File: config.mk
export PLATFORM = sky130hd
export DESIGN_NAME = sdram_client_arbiter_flat
export DESIGN_NICKNAME = d
export VERILOG_FILES = /design/src/rtl/sdram_client_arbiter_if.sv /design/src/rtl/sdram_client_arbiter.sv /design/src/flat_wrapper.sv
export SDC_FILE = /design/constraint.sdc
export NUM_CORES = 1
export LEC_CHECK = 0
export CORE_MARGIN = 1
export CORE_UTILIZATION = 35
export DETAILED_ROUTE_END_ITERATION = 8
export HOLD_SLACK_MARGIN = 0.05
export PLACE_DENSITY_LB_ADDON = 0.05
export SYNTH_ARGS = -nofsm -noshare
export SYNTH_HDL_FRONTEND = slang
export SYNTH_SLANG_ARGS = --single-unit
export TNS_END_PERCENT = 50
File: constraint.sdc
create_clock -name sdram_clk -period 2.4 [get_ports sdram_clk]
set_clock_uncertainty 0.15 [all_clocks]
set_input_delay 0.48 -clock sdram_clk [delete_from_list [all_inputs] [get_ports sdram_clk]]
set_output_delay 0.48 -clock sdram_clk [all_outputs]
set_load 0.02 [all_outputs]
File: src/rtl/sdram_client_arbiter_if.sv
// Toggle req/ack channel between the client arbiter and one SDRAM controller port.
// The master toggles req to start a transfer; the controller toggles ack to finish it.
interface sdram_bus #(
   parameter int ADDR_BITS = 22
);
   logic                 req;
   logic                 ack;
   logic                 we;
   logic [ADDR_BITS-1:0] address;
   logic [15:0]          data_write;
   logic [15:0]          data_read;

   modport master (output req, we, address, data_write, input ack, data_read);
   modport slave  (input req, we, address, data_write, output ack, data_read);
endinterface

File: src/rtl/sdram_client_arbiter.sv
// Round-robin arbiter multiplexing NUM_CLIENTS toggle-handshake requesters onto one
// SDRAM controller channel. One downstream transaction is outstanding at a time.
module sdram_client_arbiter #(
   parameter int NUM_CLIENTS = 4,
   parameter int ADDR_BITS   = 22
) (
   input  logic                             sdram_clk,
   input  logic                             rst,
   input  logic [NUM_CLIENTS-1:0]           cl_req,
   output logic [NUM_CLIENTS-1:0]           cl_ack,
   input  logic [NUM_CLIENTS-1:0]           cl_we,
   input  logic [NUM_CLIENTS*ADDR_BITS-1:0] cl_address,
   input  logic [NUM_CLIENTS*16-1:0]        cl_data_write,
   output logic [NUM_CLIENTS*16-1:0]        cl_data_read,
   sdram_bus.master                         mem,
   output logic                             busy,
   output logic [$clog2(NUM_CLIENTS)-1:0]   grant
);
   localparam int GW = $clog2(NUM_CLIENTS);

   typedef enum logic {S_IDLE, S_WAIT} state_t;

   state_t                        state_q, state_d;
   logic [GW-1:0]                 rr_ptr_q, rr_ptr_d;
   logic [GW-1:0]                 grant_q, grant_d;
   logic                          busy_q, busy_d;
   logic [NUM_CLIENTS-1:0]        cl_ack_q, cl_ack_d;
   logic [NUM_CLIENTS*16-1:0]     cl_data_read_q, cl_data_read_d;
   logic                          mem_req_q, mem_req_d;
   logic                          mem_we_q, mem_we_d;
   logic [ADDR_BITS-1:0]          mem_address_q, mem_address_d;
   logic [15:0]                   mem_data_write_q, mem_data_write_d;

   logic [NUM_CLIENTS-1:0]        pending;
   logic                          found;
   logic [GW-1:0]                 pick;
   int                            idx;
   int                            pi;
   int                            gi;

   always_comb begin
      state_d          = state_q;
      rr_ptr_d         = rr_ptr_q;
      grant_d          = grant_q;
      busy_d           = busy_q;
      cl_ack_d         = cl_ack_q;
      cl_data_read_d   = cl_data_read_q;
      mem_req_d        = mem_req_q;
      mem_we_d         = mem_we_q;
      mem_address_d    = mem_address_q;
      mem_data_write_d = mem_data_write_q;
      pending          = cl_req ^ cl_ack_q;
      found            = 1'b0;
      pick             = '0;
      idx              = 0;
      pi               = 0;
      gi               = int'(grant_q);

      // Rotating scan: first pending client at or after rr_ptr, modulo NUM_CLIENTS.
      for (int k = 0; k < NUM_CLIENTS; k++) begin
         idx = int'(rr_ptr_q) + k;
         if (idx >= NUM_CLIENTS) idx = idx - NUM_CLIENTS;
         if (!found && pending[idx]) begin
            found = 1'b1;
            pick  = GW'(idx);
         end
      end
      pi = int'(pick);

      case (state_q)
         S_IDLE: begin
            // A stale ack (e.g. from a transfer abandoned by reset) is absorbed, not forwarded.
            if (mem.ack != mem_req_q) begin
               mem_req_d = mem.ack;
            end else if (found) begin
               grant_d          = pick;
               busy_d           = 1'b1;
               mem_we_d         = cl_we[pi];
               mem_address_d    = cl_address[pi*ADDR_BITS +: ADDR_BITS];
               mem_data_write_d = cl_data_write[pi*16 +: 16];
               mem_req_d        = ~mem_req_q;
               state_d          = S_WAIT;
            end
         end
         S_WAIT: begin
            if (mem.ack == mem_req_q) begin
               if (!mem_we_q) cl_data_read_d[gi*16 +: 16] = mem.data_read;
               cl_ack_d[gi] = cl_req[gi];
               rr_ptr_d     = (grant_q == GW'(NUM_CLIENTS-1)) ? '0 : grant_q + 1'b1;
               busy_d       = 1'b0;
               state_d      = S_IDLE;
            end
         end
         default: state_d = S_IDLE;
      endcase
   end

   always_ff @(posedge sdram_clk) begin
      if (rst) begin
         state_q          <= S_IDLE;
         rr_ptr_q         <= '0;
         grant_q          <= '0;
         busy_q           <= 1'b0;
         cl_ack_q         <= '0;
         cl_data_read_q   <= '0;
         mem_req_q        <= mem.ack;
         mem_we_q         <= 1'b0;
         mem_address_q    <= '0;
         mem_data_write_q <= '0;
      end else begin
         state_q          <= state_d;
         rr_ptr_q         <= rr_ptr_d;
         grant_q          <= grant_d;
         busy_q           <= busy_d;
         cl_ack_q         <= cl_ack_d;
         cl_data_read_q   <= cl_data_read_d;
         mem_req_q        <= mem_req_d;
         mem_we_q         <= mem_we_d;
         mem_address_q    <= mem_address_d;
         mem_data_write_q <= mem_data_write_d;
      end
   end

   assign cl_ack         = cl_ack_q;
   assign cl_data_read   = cl_data_read_q;
   assign busy           = busy_q;
   assign grant          = grant_q;
   assign mem.req        = mem_req_q;
   assign mem.we         = mem_we_q;
   assign mem.address    = mem_address_q;
   assign mem.data_write = mem_data_write_q;
endmodule
File: src/flat_wrapper.sv
// flat-port wrapper written by rule: the top's interface ports become plain ports
module sdram_client_arbiter_flat 
#(
   parameter int NUM_CLIENTS = 4,
   parameter int ADDR_BITS   = 22
)
  (sdram_clk, rst, cl_req, cl_ack, cl_we, cl_address, cl_data_write, cl_data_read, busy, grant, mem_req, mem_we, mem_address, mem_data_write, mem_ack, mem_data_read);
  sdram_bus #(.ADDR_BITS(ADDR_BITS)) mem_i ();
  input  logic sdram_clk;
  input  logic rst;
  input  logic [NUM_CLIENTS-1:0] cl_req;
  output logic [NUM_CLIENTS-1:0] cl_ack;
  input  logic [NUM_CLIENTS-1:0] cl_we;
  input  logic [NUM_CLIENTS*ADDR_BITS-1:0] cl_address;
  input  logic [NUM_CLIENTS*16-1:0] cl_data_write;
  output logic [NUM_CLIENTS*16-1:0] cl_data_read;
  output logic busy;
  output logic [$clog2(NUM_CLIENTS)-1:0] grant;
  output wire logic [$bits(mem_i.req)-1:0] mem_req;
  output wire logic [$bits(mem_i.we)-1:0] mem_we;
  output wire logic [$bits(mem_i.address)-1:0] mem_address;
  output wire logic [$bits(mem_i.data_write)-1:0] mem_data_write;
  input wire logic [$bits(mem_i.ack)-1:0] mem_ack;
  input wire logic [$bits(mem_i.data_read)-1:0] mem_data_read;
  assign mem_req = mem_i.req;
  assign mem_we = mem_i.we;
  assign mem_address = mem_i.address;
  assign mem_data_write = mem_i.data_write;
  assign mem_i.ack = mem_ack;
  assign mem_i.data_read = mem_data_read;
  sdram_client_arbiter #(.NUM_CLIENTS(NUM_CLIENTS), .ADDR_BITS(ADDR_BITS)) u_core (.sdram_clk(sdram_clk), .rst(rst), .cl_req(cl_req), .cl_ack(cl_ack), .cl_we(cl_we), .cl_address(cl_address), .cl_data_write(cl_data_write), .cl_data_read(cl_data_read), .mem(mem_i), .busy(busy), .grant(grant));
endmodule
# Word level (Yosys, flattened, before mapping)
# Index checks and enable logic that the tools add are counted.
word_totals:
  regBits: 114
  input_bits: 179
  output_inout_bits: 111
  elab_cells: 105
op_classes:
  addsub: 9
  n_mul: 1
  order_cmp: 11
  eq_ne: 7
  shifts: 4
  mux: 45
  bitwise: 5
  n_reduce_logical: 13
op_table:
  columns: ["op", "n"]
  rows:
  - ["$lt A32 B4 Y1 const B", 4]
  - ["$mux W32", 4]
  - ["$ge A32 B4 Y1 const B", 3]
  - ["$sub A32 B4 Y32 const B", 3]
  - ["$shiftx A88 B32 Y22", 1]
  - ["$bwmux W64", 1]
  - ["$shift A16 B33 Y64 const A", 1]
  - ["$shiftx A16 B33 Y64", 1]
  - ["$shiftx A64 B7 Y16", 1]
  - ["$neg A6 Y33", 1]
  - ["$mux W1", 25]
  - ["$bmux W1 S2", 6]
  - ["$mux W2", 5]
  - ["$reduce_and A3 Y1", 3]
  - ["$add A2 B2 Y3 const B", 2]
  - ["$lt A2 B3 Y1 const B", 2]
  - ["$mul A2 B4 Y6 const B", 1]
  - ["$ne A2 B2 Y1 const B", 3]
  - ["$bwmux W4", 1]
  - ["$logic_and A1 B1 Y1", 4]
  - ["$not A1 Y1", 4]
  - ["$pmux W1 S2", 2]
  - ["$reduce_and A2 Y1", 2]
  - ["$sub A2 B3 Y4 const B", 1]
  - ["12 further kinds", 14]

# Depth between registers and ports, before layout
depth:
  depth_word: 19
  mapped_depth: 8
  ltp_nobuf: 5

# Least setup slack after synthesis
# OpenSTA, ideal clock, no wires.
synth_timing:
  path_kind: "reg2reg"
  startpoint: "register u_core.grant_q[0] (netlist: u_core.grant[0])"
  endpoint: "register u_core.cl_data_read_q[10] (netlist: u_core.cl_data_read[10])"
  setup_time_ns: 0.070
  t_arrival_ns: 2.285
  required_time_ns: 2.180
  setup_slack_ns: -0.105
  stages_incl_launch_ff: 8
  n_path_buf: 2
  synth_period_minus_slack_ns: 2.505
  path_cell_list: "dfxtp_1 > clkbuf_1 > inv_1 > ha_1 > nor3b_1 > clkbuf_1 > nand3_1 > a21oi_1"
synth_between:
  elab_chain_cells: 3
  elab_cells_between_ends: 4
  cone_classes: "add/sub: 1; shift: 2; mux: 1"
synth_rtl:
  columns: ["element", "line", "text"]
  rows:
  - ["from (decl)", "sdram_client_arbiter.sv:25", "logic [GW-1:0] grant_q, grant_d;"]
  - ["from (signal assigned)", "sdram_client_arbiter.sv:113", "grant_q <= grant_d;"]
  - ["$neg A6 Y33 (*)", "sdram_client_arbiter.sv:87", "if (!mem_we_q) cl_data_read_d[gi*16 +: 16] = mem.data_read;"]
  - ["$shiftx A16 B33 Y64 / $shift A16 B33 Y64 (equally long branches)", "sdram_client_arbiter.sv:87", null]
  - ["$bwmux W64 (*)", "sdram_client_arbiter.sv:87", null]
  - ["to (signal assigned)", "sdram_client_arbiter.sv:116", "cl_data_read_q <= cl_data_read_d;"]
  - ["to (decl)", "sdram_client_arbiter.sv:28", "logic [NUM_CLIENTS*16-1:0] cl_data_read_q, cl_data_read_d;"]
# Every way passes the cells marked *; elsewhere a longest branch is shown, timed or not.
# A chain may end at the register's enable or synchronous reset.

# Worst setup path after layout
layout_timing:
  startpoint: "input cl_req[2]"
  endpoint: "register u_core.mem_data_write_q[7] (netlist: u_core.mem.data_write[7])"
layout_between:
  elab_chain_cells: 15
  elab_cells_between_ends: 29
  cone_classes: "shift: 1; mux: 20; bitwise: 1; reduce/logical: 7"
layout_rtl:
  columns: ["element", "line", "text"]
  rows:
  - ["from (decl)", "flat_wrapper.sv:11", "input logic [NUM_CLIENTS-1:0] cl_req;"]
  - ["$xor A4 B4 Y4 (*)", "sdram_client_arbiter.sv:52", "pending = cl_req ^ cl_ack_q;"]
  - ["$bmux W1 S2", "sdram_client_arbiter.sv:63", "if (!found && pending[idx]) begin"]
  - ["$mux W1 (implied by the code) (2 in a row)", "sdram_client_arbiter.sv:63", null]
  - ["$mux W1", "sdram_client_arbiter.sv:63", null]
  - ["$logic_not A1 Y1", "sdram_client_arbiter.sv:63", null]
  - ["$logic_and A1 B1 Y1", "sdram_client_arbiter.sv:63", null]
  - ["$mux W1", "sdram_client_arbiter.sv:63", null]
  - ["$logic_not A1 Y1", "sdram_client_arbiter.sv:63", null]
  - ["$logic_and A1 B1 Y1", "sdram_client_arbiter.sv:63", null]
  - ["$mux W1", "sdram_client_arbiter.sv:63", null]
  - ["$logic_not A1 Y1", "sdram_client_arbiter.sv:63", null]
  - ["$logic_and A1 B1 Y1", "sdram_client_arbiter.sv:63", null]
  - ["$mux W2 / $mux W1 (equally long branches)", "sdram_client_arbiter.sv:63", null]
  - ["$shiftx A64 B7 Y16 / $reduce_and A3 Y1 (equally long branches)", null, null]
  - ["to (signal assigned)", "sdram_client_arbiter.sv:120", "mem_data_write_q <= mem_data_write_d;"]
  - ["to (decl)", "sdram_client_arbiter.sv:32", "logic [15:0] mem_data_write_q, mem_data_write_d;"]
# Every way passes the cells marked *; elsewhere a longest branch is shown, timed or not. The select of a mux whose other input is x is not followed.

==> metrics.csv <==
metric,value,unit
outcome,"complete, but fails checks",
failing checks,design-rule violations,
Pwr Density,719,nW/µm²
layout cells sized above 1,0.102,
Final GP Congestion,0.881,
sequential-to-total area share from yosys stat,0.433,
first-pass GRT wire length,30100,µm
CTS tree,built,
routed wl met3,1400,µm
CP max stage cell,clkdlybuf4s50_1,
min cycle time layout,2.33,ns
Root Buffer,clkbuf_16,
crit path DAT,2.48,ns
Hold Buf Count CTS,0,
relative slew slack,0.488,
Max stage delay on crit path,0.51,ns
DRC,24,
"Net Count, Synth",782,
FMAX,429,MHz
unrepaired setup endpoints after global routing,true,
synth-to-layout area growth,75.8,%
clock latency on the worst-skew pair,0.41,ns
Fin Hold WS,0.297,ns
core box area,14600,µm²
Maximum Capacitance Violations,0,
"Req. time, crit path",2.55,ns
register bit total from synthesis,114,
Final #Nets,1078,
post-detail-place hpwl,14800,µm
grt ovf,0,
antenna diode count,0,
worst min path class,reg -> reg,
via count,5702,
Clock transition at path regs,0.06,ns
Initial Util,0.362,
top fanout value on the critical path,21,
initial drt markers,351,
Die W,125,µm
Detailed Routing Iterations Pass 1,7,
Final Hold Fails,0,
Crit path top cell by count,buf_12,
postcts setup bufs,0,
GRT Util Overall,0.248,
Final Routed Wirelength,19900,µm
Peak VDD IR,0.502,mV
Worst setup EP type,flip-flop,
count of clock tree sinks,114,
Tightest Pin Transition,0.765,ns
startpoint types,input pin,
leakage,0.00334,µW
Post-Syn Instances,595,
top layer reached by signal wires,met4,
final total power,6690,µW
crit path cell chain,clkdlybuf4s50_1 > xnor2_4 > o221ai_1 > a22oi_2 > buf_12 > buf_12 > mux2i_1 > o221ai_2,
"CP delay by family, top",buffers and inverters,
Cell Rows,44,
Final Core Density,0.636,
DR WL met2,9930,µm
initial antenna violation count,0,
fillers,1216,
endpoints failing setup,0,
Max clock buf depth,2,
"Cell Area, Synth",5300,µm²
Die ar.,15600,µm²
max-slew violations,0,
Met1 Wirelength,8030,µm
Mapped Avg Cell Area,8.91,µm²
via density per instance,5.24,
vias in the first global route,5683,
Die H,125,µm
final period utilization,0.971,
critical path type,in -> reg,
post-route ant nets,0,
IO Port Bufs,289,
CTS H-tree lvls,4,
drt wl/cell,18.3,µm
largest net degree at the start of global routing,43,
number of distinct library cells after synthesis,33,
io pins,290,
CTS resizes,0,
Placement Cell Area,8650,µm²
WP buf/inv,3,
CTS buffer count,17,
synth warn,0,
"Design Area, Final",9320,µm²
==> cell usage after synthesis (all sizes together) <==
master	instances	area, µm²
a211oi	1	7.51
dfxtp	113	2260
ha	8	100
and2	5	31.3
nand3	68	340
mux4	1	22.5
mux2i	79	791
o22ai	1	6.26
xnor2	4	42.6
nand4	1	6.26
o21ai	3	15.0
o221ai	41	422
nor3	3	15.0
nand2b	1	6.26
nor3b	3	22.5
a21oi	73	365
a41oi	1	16.3
nor2	10	37.5
or3b	1	11.3
nand3b	1	7.51
clkbuf	27	101
nand2	116	435
inv	5	18.8
xor2	4	35.0
edfxtp	1	30.0
buf	22	131
a22oi	1	7.51
mux2	1	11.3
==> cells in the final DEF (no fill, tap or decap), types with 2 or more instances in the layout <==
cell | Yosys | layout
clkinv_4 | 0 | 3
inv_1 | 5 | 5
nand2_1 | 116 | 116
clkbuf_1 | 27 | 2
o221ai_1 | 31 | 31
buf_4 | 4 | 25
dfxtp_1 | 113 | 113
bufinv_16 | 0 | 3
ha_1 | 8 | 8
nor3b_2 | 0 | 3
mux2i_1 | 79 | 79
xnor2_2 | 1 | 2
o221ai_2 | 10 | 10
xor2_1 | 4 | 3
nor3_1 | 3 | 2
nand3_1 | 68 | 68
buf_12 | 0 | 12
and2_1 | 5 | 5
nor2_1 | 10 | 10
clkbuf_8 | 0 | 2
a21oi_1 | 73 | 72
clkinvlp_4 | 0 | 3
o21ai_0 | 3 | 3
clkbuf_16 | 0 | 18
clkdlybuf4s50_1 | 0 | 288
==> worst paths after layout <==
check | from | to | slack [ns] | cells past startpoint
hold reg to reg | u_core.cl_data_read[58] | u_core.cl_data_read[58] | 0.30 | 2
setup reg to reg | u_core.mem.req | u_core.cl_data_read[13] | 0.22 | 7
hold / removal | u_core.cl_data_read[58] | u_core.cl_data_read[58] | 0.30 | 2
setup / recovery | cl_req[2] | u_core.mem.data_write[7] | 0.07 | 8
==> through the flow <==
| stage | std cells | setup TNS, ns | worst slack [ns] |
|---|---|---|---|
| after floorplan | 595 | -3.56 | -0.105 |
| after global placement | 1056 | -12.99 | -0.277 |
| after detailed placement | 1056 | -16.20 | -0.372 |
| after CTS | 1088 | 0 | 0.0676 |
| after global routing | 1088 | -0.351 | -0.0456 |
| final | 1088 | 0 | 0.0689 |
==> power breakdown <==
part           total, µW  internal, µW  switching, µW
Clock               2690          1760            936
Combinational       1840           956            884
Sequential          2160          2060           96.6
Total               6690          4780           1920
==> flip-flops by register name (all words and copies together), names as in the netlist <==
name / flops
u_core.mem.address: 22
u_core.busy: 1
u_core.state_q: 1
u_core.mem.we: 1
u_core.mem.data_write: 16
u_core.rr_ptr_q: 2
u_core.cl_data_read: 64
u_core.grant: 2
u_core.mem.req: 1
u_core.cl_ack: 4
==> cell type report <==
| cell class | instances | area (µm²) | area share |
|---|---|---|---|
| clock buffers | 22 | 485 | 0.0521 |
| clock inverters | 10 | 148 | 0.0158 |
| inverters | 5 | 18.8 | 0.00201 |
| multi-input cells | 427 | 2830 | 0.303 |
| flip-flops and latches | 114 | 2290 | 0.246 |
| well taps | 184 | 230 | 0.0247 |
| repair buffers | 326 | 3320 | 0.356 |
==> cells by family (layout without fill, tap and decap cells) <==
kind of cell | Yosys count | in the layout | share of synthesized area
simple gates | 209 | 209 | 0.172
mux | 81 | 81 | 0.156
fa+ha+maj | 8 | 8 | 0.0189
flops | 114 | 114 | 0.433
xor+xnor | 8 | 8 | 0.0146
buf+inv | 54 | 363 | 0.0475
compound gates | 121 | 121 | 0.158
==> routing by layer <==
| metal | GRT usage | vias up |
|---|---|---|
| met5 | 0 | - |
| met4 | 0.105 | 0 |
| met3 | 0.0693 | 34 |
| met2 | 0.429 | 235 |
| met1 | 0.288 | 2708 |
| li1 | - | 2725 |
==> tightest hold or removal path: stages, from the launching register on <==
cell     delay [ns]
dfxtp_1        0.30
nand2_1        0.05
a21oi_1        0.05
(Power assumes the default switching activity.)
